File: src/rtl/led_blink_sched.sv
// Round-robin scheduler sharing one LED among N_REQ requesters: grant, blink burst, gap, ack.
// Optional macro LED_DIM_EN: PWM-dims the ON phase with an 8-bit free-running counter.
module led_blink_sched #(
    parameter int N_REQ    = 4,
    parameter int CLK_HZ   = 25_000_000,
    parameter int HALF_0   = CLK_HZ / 200,
    parameter int HALF_1   = CLK_HZ / 100,
    parameter int HALF_2   = CLK_HZ / 20,
    parameter int HALF_3   = CLK_HZ / 2,
    parameter int GAP_CYC  = CLK_HZ / 4,
    parameter int DIM_DUTY = 64
) (
    input  logic                 clk,
    input  logic                 rst_n,
    input  logic [N_REQ-1:0]     i_req,
    input  logic [2*N_REQ-1:0]   i_rate,
    input  logic [4*N_REQ-1:0]   i_count,
    output logic [N_REQ-1:0]     o_ack,
    output logic                 o_busy,
    output logic [2:0]           o_grant_id,
    output logic                 LED
);
    localparam int MAX_01  = (HALF_0 > HALF_1) ? HALF_0 : HALF_1;
    localparam int MAX_23  = (HALF_2 > HALF_3) ? HALF_2 : HALF_3;
    localparam int MAX_H   = (MAX_01 > MAX_23) ? MAX_01 : MAX_23;
    localparam int MAX_ALL = (MAX_H > GAP_CYC) ? MAX_H : GAP_CYC;
    localparam int PH_W    = ($clog2(MAX_ALL) > 0) ? $clog2(MAX_ALL) : 1;

    // Phase counter holds "cycles remaining minus one", so it only needs to reach duration-1.
    localparam logic [PH_W-1:0] H0_M1  = PH_W'(HALF_0 - 1);
    localparam logic [PH_W-1:0] H1_M1  = PH_W'(HALF_1 - 1);
    localparam logic [PH_W-1:0] H2_M1  = PH_W'(HALF_2 - 1);
    localparam logic [PH_W-1:0] H3_M1  = PH_W'(HALF_3 - 1);
    localparam logic [PH_W-1:0] GAP_M1 = PH_W'(GAP_CYC - 1);
    localparam logic [PH_W-1:0] PH_ONE = PH_W'(1);

    typedef enum logic [2:0] {
        S_IDLE = 3'd0,
        S_ON   = 3'd1,
        S_OFF  = 3'd2,
        S_GAP  = 3'd3,
        S_DONE = 3'd4
    } state_t;

    state_t           state_reg,   state_next;
    logic [PH_W-1:0]  phase_reg,   phase_next;
    logic [1:0]       rate_reg,    rate_next;
    logic [3:0]       count_reg,   count_next;
    logic [2:0]       grant_reg,   grant_next;
    logic [2:0]       rr_ptr_reg,  rr_ptr_next;
    logic             aborted_reg, aborted_next;
    logic             led_reg,     led_next;
    logic [N_REQ-1:0] ack_reg,     ack_next;

    logic             led_on_level;
    logic [7:0]       req_ext;
    logic [1:0]       rate_arr  [8];
    logic [3:0]       count_arr [8];

    // Pad per-requester fields to 8 slots so a 3-bit index is always in range.
    assign req_ext = 8'(i_req);

    genvar gi;
    generate
        for (gi = 0; gi < 8; gi++) begin : g_fields
            if (gi < N_REQ) begin : g_used
                assign rate_arr[gi]  = i_rate[2*gi +: 2];
                assign count_arr[gi] = i_count[4*gi +: 4];
            end else begin : g_pad
                assign rate_arr[gi]  = 2'd0;
                assign count_arr[gi] = 4'd0;
            end
        end
    endgenerate

    function automatic logic [PH_W-1:0] half_m1(input logic [1:0] rate);
        case (rate)
            2'd0:    half_m1 = H0_M1;
            2'd1:    half_m1 = H1_M1;
            2'd2:    half_m1 = H2_M1;
            default: half_m1 = H3_M1;
        endcase
    endfunction

    // Round-robin pick: first set request at or above rr_ptr, wrapping.
    logic       req_found;
    logic [2:0] req_pick;
    logic [2:0] scan_idx;

    always_comb begin
        req_found = 1'b0;
        req_pick  = 3'd0;
        scan_idx  = 3'd0;
        for (int i = 0; i < N_REQ; i++) begin
            scan_idx = 3'((int'(rr_ptr_reg) + i) % N_REQ);
            if (!req_found && req_ext[scan_idx]) begin
                req_found = 1'b1;
                req_pick  = scan_idx;
            end
        end
    end

    always_comb begin
        state_next   = state_reg;
        phase_next   = phase_reg;
        rate_next    = rate_reg;
        count_next   = count_reg;
        grant_next   = grant_reg;
        rr_ptr_next  = rr_ptr_reg;
        aborted_next = aborted_reg;
        case (state_reg)
            S_IDLE: begin
                if (req_found) begin
                    grant_next   = req_pick;
                    rate_next    = rate_arr[req_pick];
                    count_next   = count_arr[req_pick];
                    aborted_next = 1'b0;
                    if (count_arr[req_pick] != 4'd0) begin
                        state_next = S_ON;
                        phase_next = half_m1(rate_arr[req_pick]);
                    end else begin
                        state_next = S_GAP;
                        phase_next = GAP_M1;
                    end
                end
            end
            S_ON: begin
                if (!req_ext[grant_reg]) begin
                    state_next   = S_GAP;
                    phase_next   = GAP_M1;
                    aborted_next = 1'b1;
                end else if (phase_reg == '0) begin
                    state_next = S_OFF;
                    phase_next = half_m1(rate_reg);
                end else begin
                    phase_next = phase_reg - PH_ONE;
                end
            end
            S_OFF: begin
                if (!req_ext[grant_reg]) begin
                    state_next   = S_GAP;
                    phase_next   = GAP_M1;
                    aborted_next = 1'b1;
                end else if (phase_reg == '0) begin
                    count_next = count_reg - 4'd1;
                    if (count_reg == 4'd1) begin
                        state_next = S_GAP;
                        phase_next = GAP_M1;
                    end else begin
                        state_next = S_ON;
                        phase_next = half_m1(rate_reg);
                    end
                end else begin
                    phase_next = phase_reg - PH_ONE;
                end
            end
            S_GAP: begin
                if (phase_reg == '0) begin
                    state_next = S_DONE;
                end else begin
                    phase_next = phase_reg - PH_ONE;
                end
            end
            S_DONE: begin
                rr_ptr_next = 3'((int'(grant_reg) + 1) % N_REQ);
                state_next  = S_IDLE;
            end
            default: state_next = S_IDLE;
        endcase
        // Outputs are registered from the next state so they line up with the state register.
        led_next = (state_next == S_ON) && led_on_level;
        ack_next = (state_next == S_DONE && !aborted_reg) ? N_REQ'(8'd1 << grant_reg) : '0;
    end

    always_ff @(posedge clk or negedge rst_n) begin
        if (!rst_n) begin
            state_reg   <= S_IDLE;
            phase_reg   <= '0;
            rate_reg    <= 2'd0;
            count_reg   <= 4'd0;
            grant_reg   <= 3'd0;
            rr_ptr_reg  <= 3'd0;
            aborted_reg <= 1'b0;
            led_reg     <= 1'b0;
            ack_reg     <= '0;
        end else begin
            state_reg   <= state_next;
            phase_reg   <= phase_next;
            rate_reg    <= rate_next;
            count_reg   <= count_next;
            grant_reg   <= grant_next;
            rr_ptr_reg  <= rr_ptr_next;
            aborted_reg <= aborted_next;
            led_reg     <= led_next;
            ack_reg     <= ack_next;
        end
    end

`ifdef LED_DIM_EN
    logic [7:0] pwm_cnt_reg;
    logic       clk_hz_unused;

    always_ff @(posedge clk or negedge rst_n) begin
        if (!rst_n) begin
            pwm_cnt_reg <= 8'd0;
        end else begin
            pwm_cnt_reg <= pwm_cnt_reg + 8'd1;
        end
    end

    assign led_on_level  = (int'(pwm_cnt_reg) < DIM_DUTY);
    assign clk_hz_unused = (CLK_HZ != 0);
`else
    logic cfg_unused;

    assign led_on_level = 1'b1;
    assign cfg_unused   = (CLK_HZ != 0) ^ (DIM_DUTY != 0);
`endif

    assign o_ack      = ack_reg;
    assign o_busy     = (state_reg != S_IDLE);
    assign o_grant_id = grant_reg;
    assign LED        = led_reg;

endmodule
File: config.mk
export PLATFORM = sky130hd
export DESIGN_NAME = led_blink_sched
export DESIGN_NICKNAME = d
export VERILOG_FILES = /design/src/rtl/led_blink_sched.sv
export SDC_FILE = /design/constraint.sdc
export NUM_CORES = 1
export LEC_CHECK = 0
export CAP_MARGIN = 20
export CORE_AREA = 4 4 80 82
export CTS_BUF_LIST = sky130_fd_sc_hd__clkbuf_2 sky130_fd_sc_hd__clkbuf_4 sky130_fd_sc_hd__clkbuf_8
export CTS_CLUSTER_DIAMETER = 40
export DETAILED_ROUTE_END_ITERATION = 6
export DIE_AREA = 0 0 84 86
export PLACE_DENSITY = 0.81
export SLEW_MARGIN = 25
export SYNTH_ARGS = -nofsm -noshare
export SYNTH_HDL_FRONTEND = slang
export SYNTH_SLANG_ARGS = --single-unit
File: constraint.sdc
create_clock -name clk -period 4.31 [get_ports clk]
set_input_delay 0.862 -clock clk [delete_from_list [all_inputs] [get_ports clk]]
set_output_delay 0.862 -clock clk [all_outputs]
set_load 0.1 [all_outputs]
==> results of run 1 <==
## worst max path at each step
stage | slack (ns) | depth (start not counted) | from | end
floorplan | 0.86 | 11 | i_req[2] | phase_reg[18]
global placement | 0.56 | 11 | i_req[0] | phase_reg[18]
detailed placement | 0.33 | 11 | i_req[0] | phase_reg[18]
CTS | 0.64 | 11 | i_req[0] | phase_reg[18]
global route | 0.33 | 11 | i_req[0] | phase_reg[18]
finish | 0.56 | 11 | i_req[0] | phase_reg[18]
## synthesized netlist by cell type (2+ instances only)
| master | count |
|---|---|
| sky130_fd_sc_hd__a311o_1 | 2 |
| sky130_fd_sc_hd__and2_1 | 6 |
| sky130_fd_sc_hd__nor2_1 | 35 |
| sky130_fd_sc_hd__a21o_1 | 9 |
| sky130_fd_sc_hd__nor4b_1 | 2 |
| sky130_fd_sc_hd__o21ai_1 | 2 |
| sky130_fd_sc_hd__nand2_1 | 39 |
| sky130_fd_sc_hd__o22ai_1 | 3 |
| sky130_fd_sc_hd__clkbuf_1 | 7 |
| sky130_fd_sc_hd__buf_6 | 2 |
| sky130_fd_sc_hd__nor4_1 | 5 |
| sky130_fd_sc_hd__nor3_1 | 11 |
| sky130_fd_sc_hd__or4_4 | 2 |
| sky130_fd_sc_hd__mux2i_1 | 12 |
| sky130_fd_sc_hd__or3_1 | 5 |
| sky130_fd_sc_hd__or2_2 | 3 |
| sky130_fd_sc_hd__inv_1 | 18 |
| sky130_fd_sc_hd__a41oi_1 | 4 |
| sky130_fd_sc_hd__nand2b_1 | 7 |
| sky130_fd_sc_hd__a21oi_1 | 22 |
| sky130_fd_sc_hd__a211oi_1 | 6 |
| sky130_fd_sc_hd__buf_2 | 3 |
| sky130_fd_sc_hd__nand4_1 | 3 |
| sky130_fd_sc_hd__nand3_1 | 6 |
| sky130_fd_sc_hd__a31oi_1 | 4 |
| sky130_fd_sc_hd__xor2_1 | 3 |
| sky130_fd_sc_hd__a21boi_0 | 2 |
| sky130_fd_sc_hd__nor2b_1 | 2 |
| sky130_fd_sc_hd__ha_1 | 18 |
| sky130_fd_sc_hd__a2111oi_0 | 2 |
| sky130_fd_sc_hd__o31ai_1 | 4 |
| sky130_fd_sc_hd__nand3b_1 | 3 |
| sky130_fd_sc_hd__a22o_1 | 4 |
| sky130_fd_sc_hd__xnor2_1 | 3 |
| sky130_fd_sc_hd__mux2_2 | 12 |
| sky130_fd_sc_hd__and3_1 | 2 |
| sky130_fd_sc_hd__o21ai_0 | 38 |
| sky130_fd_sc_hd__o211ai_1 | 6 |
| sky130_fd_sc_hd__a221oi_1 | 2 |
| sky130_fd_sc_hd__dfrtp_1 | 43 |
| sky130_fd_sc_hd__nor3b_1 | 2 |
## routing by layer
layer	track usage, %	vias to the layer above
met3	4.995	23
met4	10.38	0
met1	32.32	1453
met2	39.84	134
met5	0	-
li1	-	1475
## through the flow
step	instances	hold WS [ns]	worst slack, ns
final	497	0.5069	0.5611
after floorplan	382	0.4510	0.8559
after CTS	497	0.5036	0.6383
after detailed placement	489	0.4796	0.3284
after global routing	497	0.5679	0.3327
after global placement	489	0.4672	0.5564
## cell families (layout without fill, tap and decap cells)
group	count (synthesis)	after routing
flip-flops	43	43
multiplexers	24	24
AND/OR/NAND/NOR	138	138
other	1	1
XOR/XNOR	6	6
AO/OA/AOI/OAI	120	120
adder cells (fa/ha/maj)	18	18
buffers and inverters	32	72
## power by group through the flow
stage / Combinational (mW) / Clock [mW] / Sequential (mW)
floorplan: 0.307 / 0 / 0.603
global placement: 0.420 / 0 / 0.621
detailed placement: 0.432 / 0 / 0.626
CTS: 0.435 / 0.268 / 0.619
global route: 0.490 / 0.286 / 0.643
finish: 0.438 / 0.265 / 0.624
## cells in the final DEF (no fill, tap or decap), types with 5 or more instances in the layout
cell type,synthesis,routed
sky130_fd_sc_hd__nand2b_1,7,7
sky130_fd_sc_hd__clkbuf_8,0,5
sky130_fd_sc_hd__buf_4,1,10
sky130_fd_sc_hd__mux2_2,12,12
sky130_fd_sc_hd__or3_1,5,5
sky130_fd_sc_hd__clkdlybuf4s50_1,0,36
sky130_fd_sc_hd__o21ai_0,38,38
sky130_fd_sc_hd__ha_1,18,18
sky130_fd_sc_hd__nor2_1,35,35
sky130_fd_sc_hd__nand3_1,6,6
sky130_fd_sc_hd__nor4_1,5,5
sky130_fd_sc_hd__mux2i_1,12,12
sky130_fd_sc_hd__o211ai_1,6,6
sky130_fd_sc_hd__nor3_1,11,11
sky130_fd_sc_hd__a21o_1,9,9
sky130_fd_sc_hd__and2_1,6,6
sky130_fd_sc_hd__nand2_1,39,39
sky130_fd_sc_hd__a21oi_1,22,22
sky130_fd_sc_hd__inv_1,18,18
sky130_fd_sc_hd__a211oi_1,6,6
sky130_fd_sc_hd__dfrtp_1,43,43
## worst max-delay path: stages
cell	delay (ns)
sky130_fd_sc_hd__clkdlybuf4s50_1	0.50
sky130_fd_sc_hd__mux2i_1	0.21
sky130_fd_sc_hd__o22ai_1	0.14
sky130_fd_sc_hd__nor2_1	0.40
sky130_fd_sc_hd__mux2_2	0.38
sky130_fd_sc_hd__o21ai_0	0.24
sky130_fd_sc_hd__inv_1	0.11
sky130_fd_sc_hd__ha_1	0.29
sky130_fd_sc_hd__a41oi_1	0.38
sky130_fd_sc_hd__o21ai_0	0.17
sky130_fd_sc_hd__a22o_1	0.26
## cell type report
class	instances	area share, %
clock buffer	7	2.222
clock inverter	1	0.1327
inverter	18	1.791
multi-input combinational	307	53.30
sequential	43	28.52
tap	75	2.488
timing repair buffer	46	11.54
==> metrics list, run 1 <==
- The synthesized netlist devotes 24.02% of its cell area to compound gates.
* Setup-violating endpoint count in the final report: 0
- Share of the synthesized area in the top cell type: 33.32%
- Area Growth Syn to Fin: 16.82%
* Crit share post-route: 86.98%
- Wire length after detailed routing: 8.662 mm
- Placed wire-length estimate: 6.508 mm
- Synth Cell Area: 3229 um^2
- Number of flip-flops under the largest register name: 24
- Ys flop type: sky130_fd_sc_hd__dfrtp_1
- Sequential element share of the synthesized area: 33.32%
- Wire segments on met3 add up to 678 um in the final route.
* Worst VDD drop: 245.2 uV
* Fin area: 3772 um^2
- Leakage power summed over all cells: 1.603 nW
* Post-synthesis instance total: 382
- Clock root cell: sky130_fd_sc_hd__clkbuf_8
- Top routing layer in use: met4
- In this run the vertical extent of the chip is 86 um.
* Fraction of registers with async set or reset after synthesis: 100.0%
* Starting density of the core: 56.21%
- Maximum level of the CTS H-tree: 2
- Slew HR: 34.20%
- Power Internal: 834.8 uW
- The worst setup path is captured at a flop.
- Endpoint with the worst hold slack: aborted_reg
- Summing all placed instances gives a cell area of 3681 um^2.
* Distinct cells, synth: 59
- Net switching is 37.07% of the power.
* Final Power: 1.327 mW
- I/O pin count: 39
- Net count after synthesis: 430
- Detail Route met2 WL: 4.090 mm
- Synthesized area per cell: 8.454 um^2
- The final layout contains 469 nets.
* Total of flip-flops plus latches after synthesis: 43
- Largest family of logic cells by synthesized area: compound AO/OA/AOI/OAI gates
- The first detailed-routing pass took 5 iterations.
- Fill cells in the final layout number 479.
- For this run, the total global-route usage over all layers was measured as 24.64%.
- The synthesized design spends more area on one cell type than any other, namely sky130_fd_sc_hd__dfrtp_1.
* Wire length of the first global-routing pass: 14.33 mm
- The floorplan step defined a core boundary enclosing 5746 um^2.
- Using the TritonRoute via totals, the vias-per-cell ratio works out to 6.207.
* Startpoint type of the worst setup path: input port
- Measured slew at the worst slew-check pin: 0.9840 ns
- Input and output buffers added on the ports amount to 37.
* Fraction of the mapped netlist area in simple logic gates: 21.62%
- In the final layout, the multi-input gates occupy 2011 um^2.
- In this run, synthesis inferred 0 flip-flops with an integrated enable.
- Depth of the worst register-to-register path: 9
- At the worst endpoint, the required time is 4.51 ns.
- Summing the areas of all xor and xnor instances in the mapped netlist gives 1.627% of the synthesized area.
- The floorplan step defined a die boundary enclosing 7224 um^2.
* Adder-Cell Fraction of Synth Area: 6.974%
* Hold path cells: 1
- Leading cell types by total area after synthesis: sky130_fd_sc_hd__dfrtp_1 33%, sky130_fd_sc_hd__ha_1 7.0%, sky130_fd_sc_hd__o21ai_0 5.9%
- 0 antenna diodes ended up in the layout.
* Total number of clock tree sinks: 43
- Fraction of final layout cells with drive strength greater than 1: 9.479%
* Sequential group share of total power: 47.1%
* Count of nets left with antenna violations after detail routing: 0
- Pin count of the biggest net entering global routing: 44
* Clock input transition at the sequential cells of the worst setup and hold paths: 0.08 ns
- Yosys synthesis warning count: 0
* 1st-iter DRT viols: 238
* P_sw: 491.8 uW
* Cts-stage hold buffer count: 0
- After detailed routing, the average wire length per cell comes to 17.43 um.
* Highest clock rate: 266.7 MHz
* Max-slew violations: 0
- The startpoint identified for the worst hold timing path is aborted_reg.
- Number of maximum-capacitance constraint violations: 0
* Maximum fanout encountered on the critical timing path: 6
- Measured against the total synthesized area, the mux share comes to 7.904%.
- Setup repair after global routing left no endpoint under its margin.
- WL met1: 3.660 mm
* FF-to-FF setup slack: 1.06 ns
- Row Count: 28
* Final total negative setup slack: 0 ns
* CTS-repair resized insts: 0
- Die Wd: 84 um
- Destination of the worst register-to-register timing path: phase_reg[19]
- The clock reaches the later pin of the worst-skew pair after 0.30 ns.
- No sink is reached through more buffers than the 2 on the longest clock path.
- Antenna violations before repair: 0
- CTS tree: built
* Combinational share of power: 33.0%
- Counting the buffers created by CTS gives 5.
* Global route total overflow: 0
* Hold WC Path Type: reg -> reg
- The clock network accounts for 19.9% of the total power.
- Overall via count from detail_route: 3085
- For this design the ratio of total power to cell area is 351.7 nW/um^2.
* Run status: finished, final reports clean
- Number of buffers inserted to repair setup after CTS: 0
- The clock arrives with 0.01010 ns of skew.
- Subtracting the final worst setup slack from the clock period gives 3.749 ns.
* Post-route core utilization: 65.66%
- Total count of hold-check failures in the final report: 0
- Routability-driven placement finished with a final weighted congestion of 0.9435.
- The via count of the first global-routing pass came to 2942.
* Critical path class: in -> reg
- Summing all flip-flop and latch instances after layout gives 1076 um^2.
* Drc violations: 0
- For the worst setup path, the data arrival time is 3.95 ns.
- Startpoint of the worst-slack reg-to-reg timing path: phase_reg[16]
No activity file was read; power rests on OpenSTA's default activity.
==> run 2, diff against run 1 <==
Clock period 4.31 ns to 3.99 ns, I/O delays scaled along.
==> run 2 against run 1 <==
Effect of this change: the flow now finishes with violations (design-rule violations); register-to-register slack lost 0.47 ns; die area is the same; routed wire length up 2.2%; first-iteration DRC count increased by 78%; sequential power increased by 7.9%; utilization grew 0.72 points; final cell count rose by 1.0%; sequential share of layout area decreased by 0.31 points; global-route usage is 1.4 points higher; clock power is 13% higher; largest cell class unchanged.
==> metrics list, run 2 (same netlist as run 1, synthesis figures left out) <==
- Max-cap violations in this run came to 0.
* Wire length per cell after detailed routing: 17.64 um
- After detailed routing, the total wire length is 8.853 mm.
* Commonest non-fill, non-tap cell in the layout: sky130_fd_sc_hd__dfrtp_1
- TritonCTS built the clock tree.
- Fraction of final layout cells with drive strength greater than 1: 10.54%
- The area growth from synthesis to layout is 18.09%.
- Across the VDD grid, the largest voltage drop is 263.4 uV.
* Row Count: 28
- In this run the cell area measured after placement is 3719 um^2.
- Max-slew violations: 0
- Total buffers and inverters traversed by the critical path: 2
- Overall via count from detail_route: 3180
* Cell type with the highest occurrence count on the critical path: sky130_fd_sc_hd__o21ai_0
- ANT cells: 0
- Detailed placement finished with a half-perimeter wire length of 6.687 mm.
- The die is 84 um wide.
* 1st-iter DRT viols: 424
* Total count of hold-check failures in the final report: 0
- Final total negative setup slack: 0 ns
- CTS-repair resized insts: 0
- Inserted Clock Buffers: 5
- The register with the most flip-flops in the layout has 24 of them.
- Family of cells with the greatest summed delay on the critical path: compound AO/OA/AOI/OAI gates
* Data required time at the worst endpoint: 4.21 ns
- The longest clock path from root to sink contains 2 buffers.
- Power density normalized to cell area: 381.6 nW/um^2
* Area of the core region: 5746 um^2
* Crit share post-route: 85.39%
- Die span in y: 86 um
* GRT Util Overall: 26.06%
- Maximum fanout encountered on the critical timing path: 6
- Clock skew on the completed layout was measured at 0.01316 ns.
* Number of detailed-routing iterations run before antenna repair: 7
* Clock root cell: sky130_fd_sc_hd__clkbuf_8
* Highest clock rate: 293.5 MHz
* CP Data Arrival Time: 3.62 ns
- After clock tree synthesis, the setup repair step added 0 buffers.
* Measured slew at the worst slew-check pin: 0.9718 ns
* Starting density of the core: 56.21%
- Run status: complete, but fails checks
- By startpoint and endpoint, the worst setup path is classified as in -> reg.
* Kind of capture point of the worst setup path: flop
* Highest-delay cell along the critical path: sky130_fd_sc_hd__clkdlybuf4s50_1
- Number of vias per cell: 6.335
- The worst setup path is launched from an input port.
- Final critical path time including I/O delays and setup: 3.407 ns
* Most frequent cells in the layout: 43 x sky130_fd_sc_hd__dfrtp_1, 39 x sky130_fd_sc_hd__nand2_1, 38 x sky130_fd_sc_hd__o21ai_0, 36 x sky130_fd_sc_hd__clkdlybuf4s50_1, 35 x sky130_fd_sc_hd__nor2_1
- Clock input transition at the sequential cells of the worst setup and hold paths: 0.10 ns
- Worst path cell trace: clkdlybuf4s50_1, mux2i_1, o22ai_1, nor2_1, mux2_2, o21ai_0, inv_1, ha_1, a41oi_1, o21ai_0, a22o_1
- In this run the remaining antenna-violating nets after routing total 0.
- Pin count of the biggest net entering global routing: 44
- Fin Hold WS: 0.4655 ns
* DIE AREA: 7224 um^2
- Total number of clock tree sinks: 43
- RSZ-0062 raised after global routing: false
- The first global-routing pass estimated 15.19 mm of wire.
- Once layout is done, the placed cells without fillers occupy 3814 um^2.
- Final std cells w/o fill: 502
- During I/O placement, the number of pins put on the boundary was 39.
- Routability-driven placement finished with a final weighted congestion of 0.9904.
- In this run the static leakage power is 1.620 nW.
- Setup violations remaining at the end of the flow were counted as 0.
- Clock latency reported for the late side of the worst-skew pair: 0.32 ns
* Largest stage delay on the critical path: 0.49 ns
* Global route total overflow: 0
* Number of nets at the end of the flow: 474
* Number of I/O port buffers: 37
* Cts-stage hold buffer count: 0
- Antenna violations before repair: 0
- The via count of the first global-routing pass is 3035.
- Hold WC Path Type: in -> async
- In this run the number of H-tree levels came out at 2.
* Drc violations: 6
* Slew HR: 35.01%
- Including well taps, the total number of placed cells is 494.
- Violated checks: design-rule violations
-- run 2: cell types whose count changed in the layout (fill, tap and decap cells not counted), sizes merged --
cell      change
inv           +1
buf           +5
clkinv        -1
clkinvlp      +2
clkbuf        -2
-- run 2: final timing paths --
path / start / to / slack, ns / cells after the start
max: i_req[0] / phase_reg[18] / 0.58 / 11
min in group clk: aborted_reg / aborted_reg / 0.49 / 1
min: rst_n / phase_reg[4] / 0.47 / 1
max in group asynchronous: rst_n / state_reg[1] / 3.15 / 1
min reg2reg: aborted_reg / aborted_reg / 0.49 / 1
max reg2reg: phase_reg[16] / phase_reg[10] / 0.59 / 9
-- run 2: per-stage QoR --
stage               power (mW)  setup slack (ns)  utilization [%]
floorplan               0.9834            0.5999                -
global placement         1.129            0.3956            64.72
detailed placement       1.149            0.2418            64.72
CTS                      1.447            0.5797            66.33
global route             1.550            0.2577            66.38
finish                   1.455            0.5831            66.38
-- run 2: where the power goes --
group          switching [mW]  leakage (nW)  total [mW]  internal [mW]
logic                   0.255          1.06       0.483          0.229
clock network           0.173        0.0408       0.299          0.125
registers               0.132         0.520       0.673          0.542
-- run 2: area by class of cell --
cell class	instances	area (um^2)
clock buffer	5	68.82
clock inverter	3	23.77
fill	471	1932
inverter	18	67.56
multi-input combinational	307	2011
sequential	43	1076
tap	75	93.84
timing repair buffer	51	473.0
-- run 2: routing by layer --
metal / share of wire, % / vias to the layer above / track usage [%] / routed length [um]
met2: 49 / 156 / 43.46 / 4306
met4: 1.8 / 0 / 7.895 / 160
met5: 0 / - / 0 / 0
li1: - / 1481 / - / -
met3: 8.4 / 23 / 3.939 / 740
met1: 41 / 1520 / 35.19 / 3645
